## src/rtl/mmio_uart_tx.sv

```systemverilog
// mmio_uart_tx: MMIO-fed 8N1 UART transmitter with byte FIFO and toggle handshake
// Software flips commandWord[8] to request a push; the accepted toggle is echoed in statusWord[8].
module mmio_uart_tx #(
   parameter int CLOCKS_PER_BIT = 434,
   parameter int FIFO_DEPTH = 4
) (
   input  logic        clock,
   input  logic        reset,
   input  logic [31:0] commandWord,
   output logic [31:0] statusWord,
   output logic        txd
);
   localparam int AW = $clog2(FIFO_DEPTH);
   localparam int BW = $clog2(CLOCKS_PER_BIT);
   typedef enum logic [1:0] {IDLE, START, DATA, STOP} state_t;
   state_t state, state_n;
   logic [7:0] fifo [FIFO_DEPTH];
   logic [AW-1:0] wr_ptr, rd_ptr;
   logic [3:0] count;
   logic ack_toggle;
   logic [7:0] shift, shift_n;
   logic [BW-1:0] baud, baud_n;
   logic [2:0] bit_idx, bit_n;
   logic txd_n, full, empty, push, pop, bit_end;
   logic unused;
   assign unused = ^commandWord[31:9];
   assign full = count == 4'(FIFO_DEPTH);
   assign empty = count == 4'd0;
   assign push = commandWord[8] != ack_toggle && !full;
   assign pop = state == IDLE && !empty;
   assign bit_end = baud == BW'(CLOCKS_PER_BIT - 1);
   assign statusWord = {16'd0, count, state != IDLE || !empty, empty, full, ack_toggle, 8'd0};
   always_comb begin
      state_n = state;
      shift_n = shift;
      bit_n = bit_idx;
      baud_n = (state == IDLE || bit_end) ? '0 : baud + 1'b1;
      case (state)
         IDLE: if (pop) begin
            state_n = START;
            shift_n = fifo[rd_ptr];
         end
         START: if (bit_end) begin
            state_n = DATA;
            bit_n = 3'd0;
         end
         DATA: if (bit_end) begin
            shift_n = shift >> 1;
            bit_n = bit_idx + 3'd1;
            state_n = bit_idx == 3'd7 ? STOP : DATA;
         end
         STOP: if (bit_end) state_n = IDLE;
         default: state_n = IDLE;
      endcase
      // txd is registered, so it is derived from where the FSM is heading
      txd_n = state_n == START ? 1'b0 : state_n == DATA ? shift_n[0] : 1'b1;
   end
   always_ff @(posedge clock or negedge reset) begin
      if (!reset) begin
         state <= IDLE;
         shift <= '0;
         baud <= '0;
         bit_idx <= '0;
         txd <= 1'b1;
         count <= '0;
         wr_ptr <= '0;
         rd_ptr <= '0;
         ack_toggle <= 1'b0;
      end else begin
         state <= state_n;
         shift <= shift_n;
         baud <= baud_n;
         bit_idx <= bit_n;
         txd <= txd_n;
         count <= count + 4'(push) - 4'(pop);
         if (push) begin
            wr_ptr <= wr_ptr + 1'b1;
            ack_toggle <= commandWord[8];
         end
         if (pop) rd_ptr <= rd_ptr + 1'b1;
      end
   end
   always_ff @(posedge clock) begin
      if (push) fifo[wr_ptr] <= commandWord[7:0];
   end
endmodule
```

## config.mk

```make
export PLATFORM = sky130hd
export DESIGN_NAME = mmio_uart_tx
export DESIGN_NICKNAME = d
export VERILOG_FILES = /design/src/rtl/mmio_uart_tx.sv
export SDC_FILE = /design/constraint.sdc
export NUM_CORES = 1
export LEC_CHECK = 0
export CORE_MARGIN = 2
export CORE_UTILIZATION = 55
export CTS_CLUSTER_SIZE = 12
export DETAILED_ROUTE_END_ITERATION = 16
export GPL_ROUTABILITY_DRIVEN = 0
export PLACE_DENSITY = 0.85
export SETUP_SLACK_MARGIN = 0.05
export SLEW_MARGIN = 15
export SYNTH_ARGS = -nofsm -noshare
export SYNTH_HDL_FRONTEND = slang
export SYNTH_SLANG_ARGS = --single-unit
```

## constraint.sdc

```tcl
create_clock -name clock -period 4.8 [get_ports clock]
set_input_delay 0.96 -clock clock [delete_from_list [all_inputs] [get_ports clock]]
set_output_delay 0.96 -clock clock [all_outputs]
set_load 0.01 [all_outputs]
```

### Yosys cells after proc, flatten, opt, wreduce, memory -nomap -nowiden

Memories as Yosys holds them, arrays and structs flattened.
Index checks and enable logic that the tools add are counted.

* register bits after elaboration: 32
* RAM bits: 32
* bits of input ports: 34
* output and inout port bits: 33
* logic and storage cells: 59
* memories kept: 1

Memories
* fifo: depth 4, bits a word 8, rd ports 1, clocked after Yosys merged registers in 0, write ports 1, line 17 `logic [7:0] fifo [FIFO_DEPTH];`

* add/sub/neg operators: 6
* equal/unequal tests: 12
* mux-type cells: 17
* reductions and logical operators: 13

Operator list (count)
* $mux 8: 2
* $pmux 8 s2: 1
* $add 9x1->9 const B: 1
* $eq 9x9->1 const B: 1
* $mux 9: 1
* $mux 2: 4
* $pmux 2 s4: 1
* $eq 2x2->1 const B: 3
* $mux 3: 2
* $ne 2x2->1 const B: 3
* $pmux 3 s2: 1
* $reduce_and 3->1: 2
* $reduce_bool 2->1: 3
* $mux 1: 5
* $add 2x1->2 const B: 2
* $add 4x1->4: 1
* $eq 2x1->1 const B: 2
* $eq 4x3->1 const B: 1
* $logic_not 4->1: 1
* $sub 4x1->4: 1
* $add 3x1->3 const B: 1
* $eq 3x3->1 const B: 1
* $logic_and 1x1->1: 2
* $logic_not 1->1: 2
* 3 further kinds: 4

### Logic depth before layout (Yosys ltp)

Gate-level depths: netlist (run 1).

* depth in word-level cells: 8
* gate-level depth with buffers: 12
* mapped depth without buffers: 11

### Least setup slack after synthesis (run 1)

Ideal clock, no wire load.

* path type: input to register
* from: in commandWord[8]
* to: reg count[2]
* library setup time: 0.123 ns
* arrival time: 2.413 ns
* data required time: 4.677 ns
* path slack: 2.264 ns
* stages on the path: 9
* buffers on the path: 0
* path through: xnor2_1 -> nor2_1 -> inv_1 -> ha_1 -> inv_1 -> ha_1 -> inv_1 -> fa_1 -> xnor2_1

* longest elaborated chain between the ends: 4

RTL lines
* start: declaration: line 9 `input logic [31:0] commandWord,`
* $ne 1x1->1: line 29 `assign push = commandWord[8] != ack_toggle && !full;`
* $logic_and 1x1->1: line 29
* $add 4x1->4: line 75 `count <= count + 4'(push) - 4'(pop);`
* $sub 4x1->4: line 75
* end signal: assignment: line 75
* end: declaration: line 19 `logic [3:0] count;`

No other way between the ends.
A chain may end at the register's enable or synchronous reset.

### Worst setup path in the final report (run 1)

* from: reg count[3]
* to: out statusWord[9]

* longest elaborated chain between the ends: 1

RTL lines
* $eq 4x3->1: line 27 `assign full = count == 4'(FIFO_DEPTH);`
* end: declaration: line 10 `output logic [31:0] statusWord,`

No other way between the ends.

==> results.cfg, run 1 <==
[sta]
finClkSkew_ns = 0.0104
finalSetupViolCount = 0
tightest_slew_ns = 0.591
fin_tns_setup_ns = 0
max_slew_margin = 0.606
period_minus_slack_ns = 2.86
hold_viol_final = 0
fin_crit_sh = 0.595
max_freq_mhz = 350
final-max-slew-violation-count = 0
rsz0062_at_grt = no

[die]
dieArea_um2 = 6360
initial_core_util = 0.570
core_um2 = 5540
io_pins = 67
die_x_um = 79.8
die_y_um = 79.8
rows = 27

[cells_and_area]
diodes = 0
drive_above_1_share = 0.148
final_nets = 301
syn_to_final_growth_pct = 10.0
nFillCells = 417
seq_area_um2 = 1760
fin_util = 0.627
multi_input_area_um2 = 1160
layoutNonFillerInstCount = 329

[yosys]
synth-main-ff-cell = edfxtp_1
async_flop_share = 0.500
avgSynthCellArea_um2 = 13.7
syn_area_um2 = 3160
synth_area_leaders = edfxtp_1 30%, dfrtp_1 25%, buf_4 6.4%, ha_1 5.5%, mux4_2 4.3%
synth-edff-count = 32
synth_top_area_frac = 0.304
ys_seq_area_frac = 0.558
synth_seq_cells = 64
ys_warn_count = 0
synth_cell_types = 47
postSynthCellCount = 230
yosysTopAreaCell = edfxtp_1

[placed_design]
dpl.cell_count = 313
hpwlAfterDp_um = 3530
placement.io_buffers = 19

[clock_tree]
cts_inserted_buffers = 9
clkTransAtPathRegs_ns = 0.08
root_buffer = clkbuf_8
clk_latency_ns = 0.33
ctsResizeCount = 0
cts_tree = done
hold_buffers = 0
clock_sink_count = 64
post_cts_buffers = 0
clk_path_buf_depth = 2
htreeDepth = 3

[drt]
num_vias = 1767
wirelength_um = 5020
highest_layer = met4
ant_nets = 0
viasPerCell = 5.37
drtIter0Drc = 68
wl_met1_um = 2160
drc = 0
avgRoutedWirePerCell_um = 15.3
route.met2.wl_um = 2600
firstDrtPassIters = 4
dr_wl_met3_um = 209

[power_and_ir_drop]
finalPower_mw = 1.52
comb_power_share = 0.213
powerDensity_nw_per_um2 = 437
clkPwrFrac = 0.306
intPower_mw = 1.08
ir_drop_mv = 0.368
p_leak_nw = 1.43
switching_power_mw = 0.439
switching_share = 0.289
power_frac_seq = 0.481

[global_route]
grt_max_degree = 33
grt-ovfl-total = 0
grt_pass1_vias = 1720
track_usage = 0.174
grt_pass1_wl_um = 8250
grt_antenna_before_repair = 0

[worst_setup_path]
path_class = reg2out
cp_max_fo = 3
slowest_stage = clkdlybuf4s50_1
r2r_slack_ns = 2.33
slowest_delay_ns = 0.61
worstPathCellList = inv_1 > ha_1 > nor3b_1 > clkdlybuf4s50_1
cp_top_family = buffers and inverters
arrival_ns = 1.90
cp_num_buf_inv = 2
cp.required_ns = 3.84
cp-start-kind = register
endpoint_kind = output pin

[status]
outcome = completed

[run]
maxCapViolations = 0

[worst_hold_path]
hp-class = reg2reg
==> metal layers <==
metal  track usage  vias to the layer above
li1              -                      826
met1         0.220                      884
met2         0.288                       51
met3        0.0407                        6
met4        0.0763                        0
met5             0                        -
==> metrics by stage <==
| stage | instance area [µm²] | worst slack, ns | hold slack [ns] |
|---|---|---|---|
| global placement | 3270 | 1.65 | 0.459 |
| finish | 3470 | 1.94 | 0.489 |
| detailed placement | 3270 | 1.59 | 0.471 |
| CTS | 3470 | 1.91 | 0.486 |
| global route | 3470 | 1.76 | 0.503 |
| floorplan | 3240 | 2.26 | 0.442 |
==> area by class of cell <==
| class | count | area share |
|---|---|---|
| Timing Repair Buffer | 20 | 0.0569 |
| Tap cell | 72 | 0.0259 |
| Clock buffer | 9 | 0.0357 |
| Inverter | 15 | 0.0162 |
| Clock inverter | 7 | 0.0230 |
| Sequential cell | 64 | 0.507 |
| Multi-Input combinational cell | 142 | 0.335 |
==> sequential cells by signal (all words and copies together) (netlist names) <==
signal      count
bit_idx         3
shift           8
txd             1
fifo           32
count           4
rd_ptr          2
ack_toggle      1
state           2
baud            9
wr_ptr          2
==> power by group through the flow <==
stage | logic, mW | registers, mW | clock network (mW)
after floorplan | 0.222 | 0.736 | 0
after global placement | 0.308 | 0.733 | 0
after detailed placement | 0.330 | 0.743 | 0
after CTS | 0.332 | 0.731 | 0.473
after global routing | 0.359 | 0.740 | 0.498
final | 0.324 | 0.730 | 0.465
==> cells in the mapped netlist (2+ instances only) <==
master     number
edfxtp_1       32
dfrtp_1        31
buf_4          27
ha_1           14
inv_1          13
nor2_1         10
nand2_1         9
xnor2_1         9
a21o_1          7
a22o_1          7
a21oi_1         6
mux4_2          6
o21ai_0         6
and2_1          4
buf_6           4
a31oi_1         3
nand3_1         3
o2bb2ai_1       3
xor2_1          3
inv_2           2
mux4_1          2
nor2b_1         2
nor3_1          2
or3_1           2
==> worst paths after layout <==
kind	startpoint	to	cells past startpoint
setup reg to reg	count[2]	count[2]	11
hold reg to reg	shift[4]	shift[4]	1
max in group asynchronous	reset	txd	2
min in group asynchronous	reset	count[3]	2
hold / removal	shift[4]	shift[4]	1
setup / recovery	count[3]	statusWord[9]	4
==> cell usage in the layout (no fill, tap or decap), types with 4 or more instances in the layout <==
| master | instances |
|---|---|
| edfxtp_1 | 32 |
| dfrtp_1 | 31 |
| conb_1 | 24 |
| clkdlybuf4s50_1 | 19 |
| ha_1 | 14 |
| inv_1 | 13 |
| nor2_1 | 10 |
| xnor2_1 | 9 |
| nand2_1 | 9 |
| clkbuf_8 | 9 |
| a21o_1 | 7 |
| a22o_1 | 7 |
| a21oi_1 | 6 |
| o21ai_0 | 6 |
| mux4_2 | 6 |
| and2_1 | 4 |
==> cell families after synthesis <==
logic type | count (synthesis) | synth area share
compound gates | 37 | 0.0860
xor+xnor | 12 | 0.0333
fa+ha+maj | 15 | 0.0618
buf+inv | 47 | 0.101
flops | 64 | 0.558
mux | 9 | 0.0630
other cells | 1 | 0.00119
simple gates | 45 | 0.0959
Power figures use the tool's default switching activity.
==> run 2: changes to the inputs <==
--- a/config.mk
+++ b/config.mk
@@ -6,11 +6,11 @@
 export NUM_CORES = 1
 export LEC_CHECK = 0
 export CORE_MARGIN = 2
-export CORE_UTILIZATION = 55
+export CORE_UTILIZATION = 51
 export CTS_CLUSTER_SIZE = 12
 export DETAILED_ROUTE_END_ITERATION = 16
 export GPL_ROUTABILITY_DRIVEN = 0
-export PLACE_DENSITY = 0.85
+export PLACE_DENSITY = 0.8
 export SETUP_SLACK_MARGIN = 0.05
 export SLEW_MARGIN = 15
 export SYNTH_ARGS = -nofsm -noshare
==> constraint.sdc (replaced) <==
create_clock -name clock -period 2.8 [get_ports clock]
set_input_delay 0.56 -clock clock [delete_from_list [all_inputs] [get_ports clock]]
set_output_delay 0.56 -clock clock [all_outputs]
set_load 0.01 [all_outputs]
==> run 2 against run 1 <==
Critical path depth up 2. Utilization down 3.6 points. Routed wire length up 0.40%. Clock power up 92%. Via count up 0.28%. First-iteration DRC count up 12%. Final cell count up 1.5%. Total power up 78%. Sequential share of layout area down 0.65 points. Cell area up 1.3%. Die area up 7.4%. Critical path type unchanged.
==> results.cfg, run 2 (synthesis gave the netlist of run 1 again) <==
[status]
outcome = completed

[drt]
num_vias = 1772
viasPerCell = 5.31
ant_nets = 0
drc = 0
firstDrtPassIters = 4
drtIter0Drc = 76
wirelength_um = 5040
avgRoutedWirePerCell_um = 15.1

[die]
core_um2 = 5960
die_y_um = 82.7
io_pins = 67
die_x_um = 82.7
dieArea_um2 = 6840
rows = 28
initial_core_util = 0.530

[cells_and_area]
drive_above_1_share = 0.154
regMostFlops = fifo
layout_commonest_cell = edfxtp_1
multi_input_area_um2 = 1160
layoutNonFillerInstCount = 334
largestRegisters = fifo: 32 flops, baud: 9 flops, shift: 8 flops
final_cell_mix = 32 x edfxtp_1, 31 x dfrtp_1, 24 x conb_1
final_nets = 303
largest_register_ffs = 32
syn_to_final_growth_pct = 11.5
nFillCells = 473
seq_area_um2 = 1760
diodes = 0

[global_route]
grt_max_degree = 33
grt_antenna_before_repair = 0
grt_pass1_vias = 1769
grt-ovfl-total = 0
track_usage = 0.169
grt_pass1_wl_um = 8390

[clock_tree]
htreeDepth = 3
clk_latency_ns = 0.34
ctsResizeCount = 0
clkTransAtPathRegs_ns = 0.07
cts_tree = done
hold_buffers = 0
cts_inserted_buffers = 9
clk_path_buf_depth = 2
root_buffer = clkbuf_8
post_cts_buffers = 0
clock_sink_count = 64

[sta]
hold_viol_final = 0
period_minus_slack_ns = 2.44
fin_tns_setup_ns = 0
fin_crit_sh = 0.872
finalSetupViolCount = 0
tightest_slew_ns = 0.567
rsz0062_at_grt = no
final-max-slew-violation-count = 0
max_slew_margin = 0.622
max_freq_mhz = 410
finClkSkew_ns = 0.00899

[placed_design]
hpwlAfterDp_um = 3430
placement.io_buffers = 19
dpl.cell_count = 318

[worst_setup_path]
arrival_ns = 1.88
r2r_slack_ns = 0.42
endpoint_kind = output pin
r2r_cells = 11
cp_max_fo = 5
reg2reg_to = count[3]
cp-start-kind = register
cp.required_ns = 2.24
path_class = reg2out
rr_startpoint = count[2]

[worst_hold_path]
whs_path_depth = 1
min_delay_worst_endpoint = shift[1]
hp-class = reg2reg
min_from = shift[1]

[power_and_ir_drop]
p_leak_nw = 1.46
finalPower_mw = 2.70
powerDensity_nw_per_um2 = 768
ir_drop_mv = 0.668

[run]
maxCapViolations = 0
[run 2: cell count changes in the layout (fill, tap and decap cells not counted), sizes merged]
cell | before | now
buf | 1 | 3
bufinv | 1 | 2
clkbuf | 9 | 10
clkinv | 3 | 2
inv | 16 | 15
[run 2: per-layer routing]
metal,vias up,GRT usage,wire length [µm]
met5,-,0,0
met1,881,0.214,2130
met3,7,0.0522,273
met2,58,0.273,2590
met4,0,0.0639,46
li1,826,-,-
[run 2: area by class of cell]
| class | count | share of cell area |
|---|---|---|
| Inverter | 15 | 0.0160 |
| Clock buffer | 10 | 0.0391 |
| Tap cell | 75 | 0.0267 |
| Multi-Input combinational cell | 142 | 0.331 |
| Clock inverter | 6 | 0.0263 |
| Sequential cell | 64 | 0.501 |
| Timing Repair Buffer | 22 | 0.0604 |
[run 2: power by group]
part / internal [mW] / switching, mW / leakage (nW)
Sequential: 1.17 / 0.0787 / 0.680
Clock: 0.528 / 0.366 / 0.109
Combinational: 0.275 / 0.288 / 0.668
Total: 1.97 / 0.733 / 1.46
[run 2: how the worst max path moves through the flow]
stage                               from             end  slack [ns]  cells after the start
final                           count[2]  statusWord[11]        0.36                      6
after detailed placement  commandWord[8]        count[1]        0.27                     10
after floorplan                 count[2]        count[2]        0.48                     12
after global routing            count[3]   statusWord[9]        0.20                      4
after CTS                       count[2]  statusWord[11]        0.34                      6
after global placement    commandWord[8]        count[2]        0.31                     10
[run 2: per-stage QoR]
stage,hold slack (ns),instance area (µm²),util,setup slack (ns)
CTS,0.474,3520,0.591,0.338
global placement,0.462,3290,0.552,0.311
detailed placement,0.470,3290,0.552,0.269
finish,0.471,3520,0.591,0.359
floorplan,0.264,3240,-,0.480
global route,0.494,3520,0.591,0.198
[run 2: worst max-delay path: stages, from the launching register on]
cell,delay [ns]
dfrtp_1,0.37
inv_1,0.07
ha_1,0.19
nor3b_4,0.15
buf_4,0.16
nand2_1,0.08
clkdlybuf4s50_1,0.53
==> run 3: changes to the inputs <==
--- a/config.mk
+++ b/config.mk
@@ -5,9 +5,9 @@
 export SDC_FILE = /design/constraint.sdc
 export NUM_CORES = 1
 export LEC_CHECK = 0
-export CORE_MARGIN = 2
+export CORE_MARGIN = 4
 export CORE_UTILIZATION = 51
-export CTS_CLUSTER_SIZE = 12
+export CTS_CLUSTER_SIZE = 28
 export DETAILED_ROUTE_END_ITERATION = 16
 export GPL_ROUTABILITY_DRIVEN = 0
 export PLACE_DENSITY = 0.8
==> run 3 against run 2 <==
Sequential cell count did not move. First-iteration DRC count fell by 18%. Sequential power barely moved. Maximum frequency fell by 1.6%. Utilization barely moved. Count of clock-buffer cells in the layout fell by 1. Setup slack got worse by 0.040 ns. Critical endpoint unchanged. Highest routed layer unchanged.
==> results.cfg, run 3 (synthesis gave the netlist of run 1 again) <==
[drt]
avgRoutedWirePerCell_um = 15.2
drc = 0
viasPerCell = 5.26
wirelength_um = 5060
ant_nets = 0
firstDrtPassIters = 4
drtIter0Drc = 62
num_vias = 1757

[cells_and_area]
largestRegisters = fifo: 32 flops, baud: 9 flops, shift: 8 flops
fin_util = 0.591
final_nets = 303
nFillCells = 470
drive_above_1_share = 0.154
largest_register_ffs = 32
layout_commonest_cell = edfxtp_1
syn_to_final_growth_pct = 11.4
diodes = 0
regMostFlops = fifo
final_cell_mix = 32 x edfxtp_1, 31 x dfrtp_1, 24 x conb_1
stdcell_area_um2 = 3520

[power_and_ir_drop]
switching_power_mw = 0.747
powerDensity_nw_per_um2 = 767
clkPwrFrac = 0.330
power_frac_seq = 0.464
comb_power_share = 0.206
ir_drop_mv = 0.680
p_leak_nw = 1.46
switching_share = 0.277
intPower_mw = 1.95

[clock_tree]
clk_path_buf_depth = 2
post_cts_buffers = 0
clkTransAtPathRegs_ns = 0.07
cts_inserted_buffers = 9
ctsResizeCount = 0
root_buffer = clkbuf_8
htreeDepth = 3
clk_latency_ns = 0.34
cts_tree = done
clock_sink_count = 64
hold_buffers = 0

[die]
io_pins = 67
core_um2 = 5960
initial_core_util = 0.530
die_x_um = 86.7
die_y_um = 86.7
rows = 28
dieArea_um2 = 7520

[worst_setup_path]
cp_max_fo = 5
path_class = reg2out
cp-start-kind = register
arrival_ns = 1.92
r2r_cells = 11
endpoint_kind = output pin
cp.required_ns = 2.24

[sta]
max_freq_mhz = 403
max_slew_margin = 0.637
rsz0062_at_grt = no
fin_tns_setup_ns = 0
finClkSkew_ns = 0.00913
finalSetupViolCount = 0
tightest_slew_ns = 0.545
period_minus_slack_ns = 2.48
final-max-slew-violation-count = 0
setup_slack_ns = 0.319
hold_viol_final = 0
fin_crit_sh = 0.886

[placed_design]
dp_worst_setup_slack_ns = 0.289
hpwlAfterDp_um = 3570
place_area_um2 = 3290
placement.io_buffers = 19

[worst_hold_path]
whs_path_depth = 1
hp-class = reg2reg

[global_route]
grt_pass1_wl_um = 8580
grt_antenna_before_repair = 0
grt_pass1_vias = 1755
grt_max_degree = 33
track_usage = 0.153
grt-ovfl-total = 0

[run]
maxCapViolations = 0

[status]
outcome = completed
==> run 3: path summary, 6_finish.rpt <==
kind / start / end / slack, ns
worst max-delay path: count[2] / statusWord[11] / 0.32
worst min-delay path: shift[4] / shift[4] / 0.48
worst max register to register: count[2] / count[2] / 0.42
worst min register to register: shift[4] / shift[4] / 0.48
max in group asynchronous: reset / txd / 1.86
min in group asynchronous: reset / count[0] / 0.61
==> run 3: worst max-delay path: stages (launching register included) <==
cell	delay [ns]
dfrtp_1	0.39
inv_1	0.09
ha_1	0.19
nor3b_4	0.15
buf_4	0.16
nand2_1	0.07
clkdlybuf4s50_1	0.54
==> run 3: per-layer routing <==
metal  vias up  wire length, µm  global-route usage
li1        826                -                   -
met1       868             2140               0.186
met2        53             2550               0.250
met3        10              275              0.0551
met4         0               92              0.0595
met5         -                0                   0
==> run 3: area by class of cell <==
class	instances	area, µm²	share of cell area
inverter	15	56.3	0.0160
clock buffer	9	124	0.0352
timing repair buffer	22	213	0.0605
tap	75	93.8	0.0267
clock inverter	7	104	0.0295
multi-input combinational	142	1160	0.331
sequential	64	1760	0.501
==> run 3: power groups by stage <==
stage | Clock [mW] | Combinational, mW | Sequential [mW]
2_1_floorplan | 0 | 0.380 | 1.26
3_3_place_gp | 0 | 0.542 | 1.26
3_5_place_dp | 0 | 0.564 | 1.27
4_1_cts | 0.914 | 0.566 | 1.25
5_1_grt | 0.957 | 0.623 | 1.27
6_report | 0.889 | 0.556 | 1.25
==> run 3: metrics by stage <==
stage | power (mW) | cells | hold WS [ns]
floorplan | 1.64 | 253 | 0.264
global placement | 1.80 | 318 | 0.460
detailed placement | 1.84 | 318 | 0.474
CTS | 2.73 | 334 | 0.490
global route | 2.85 | 334 | 0.493
finish | 2.70 | 334 | 0.485
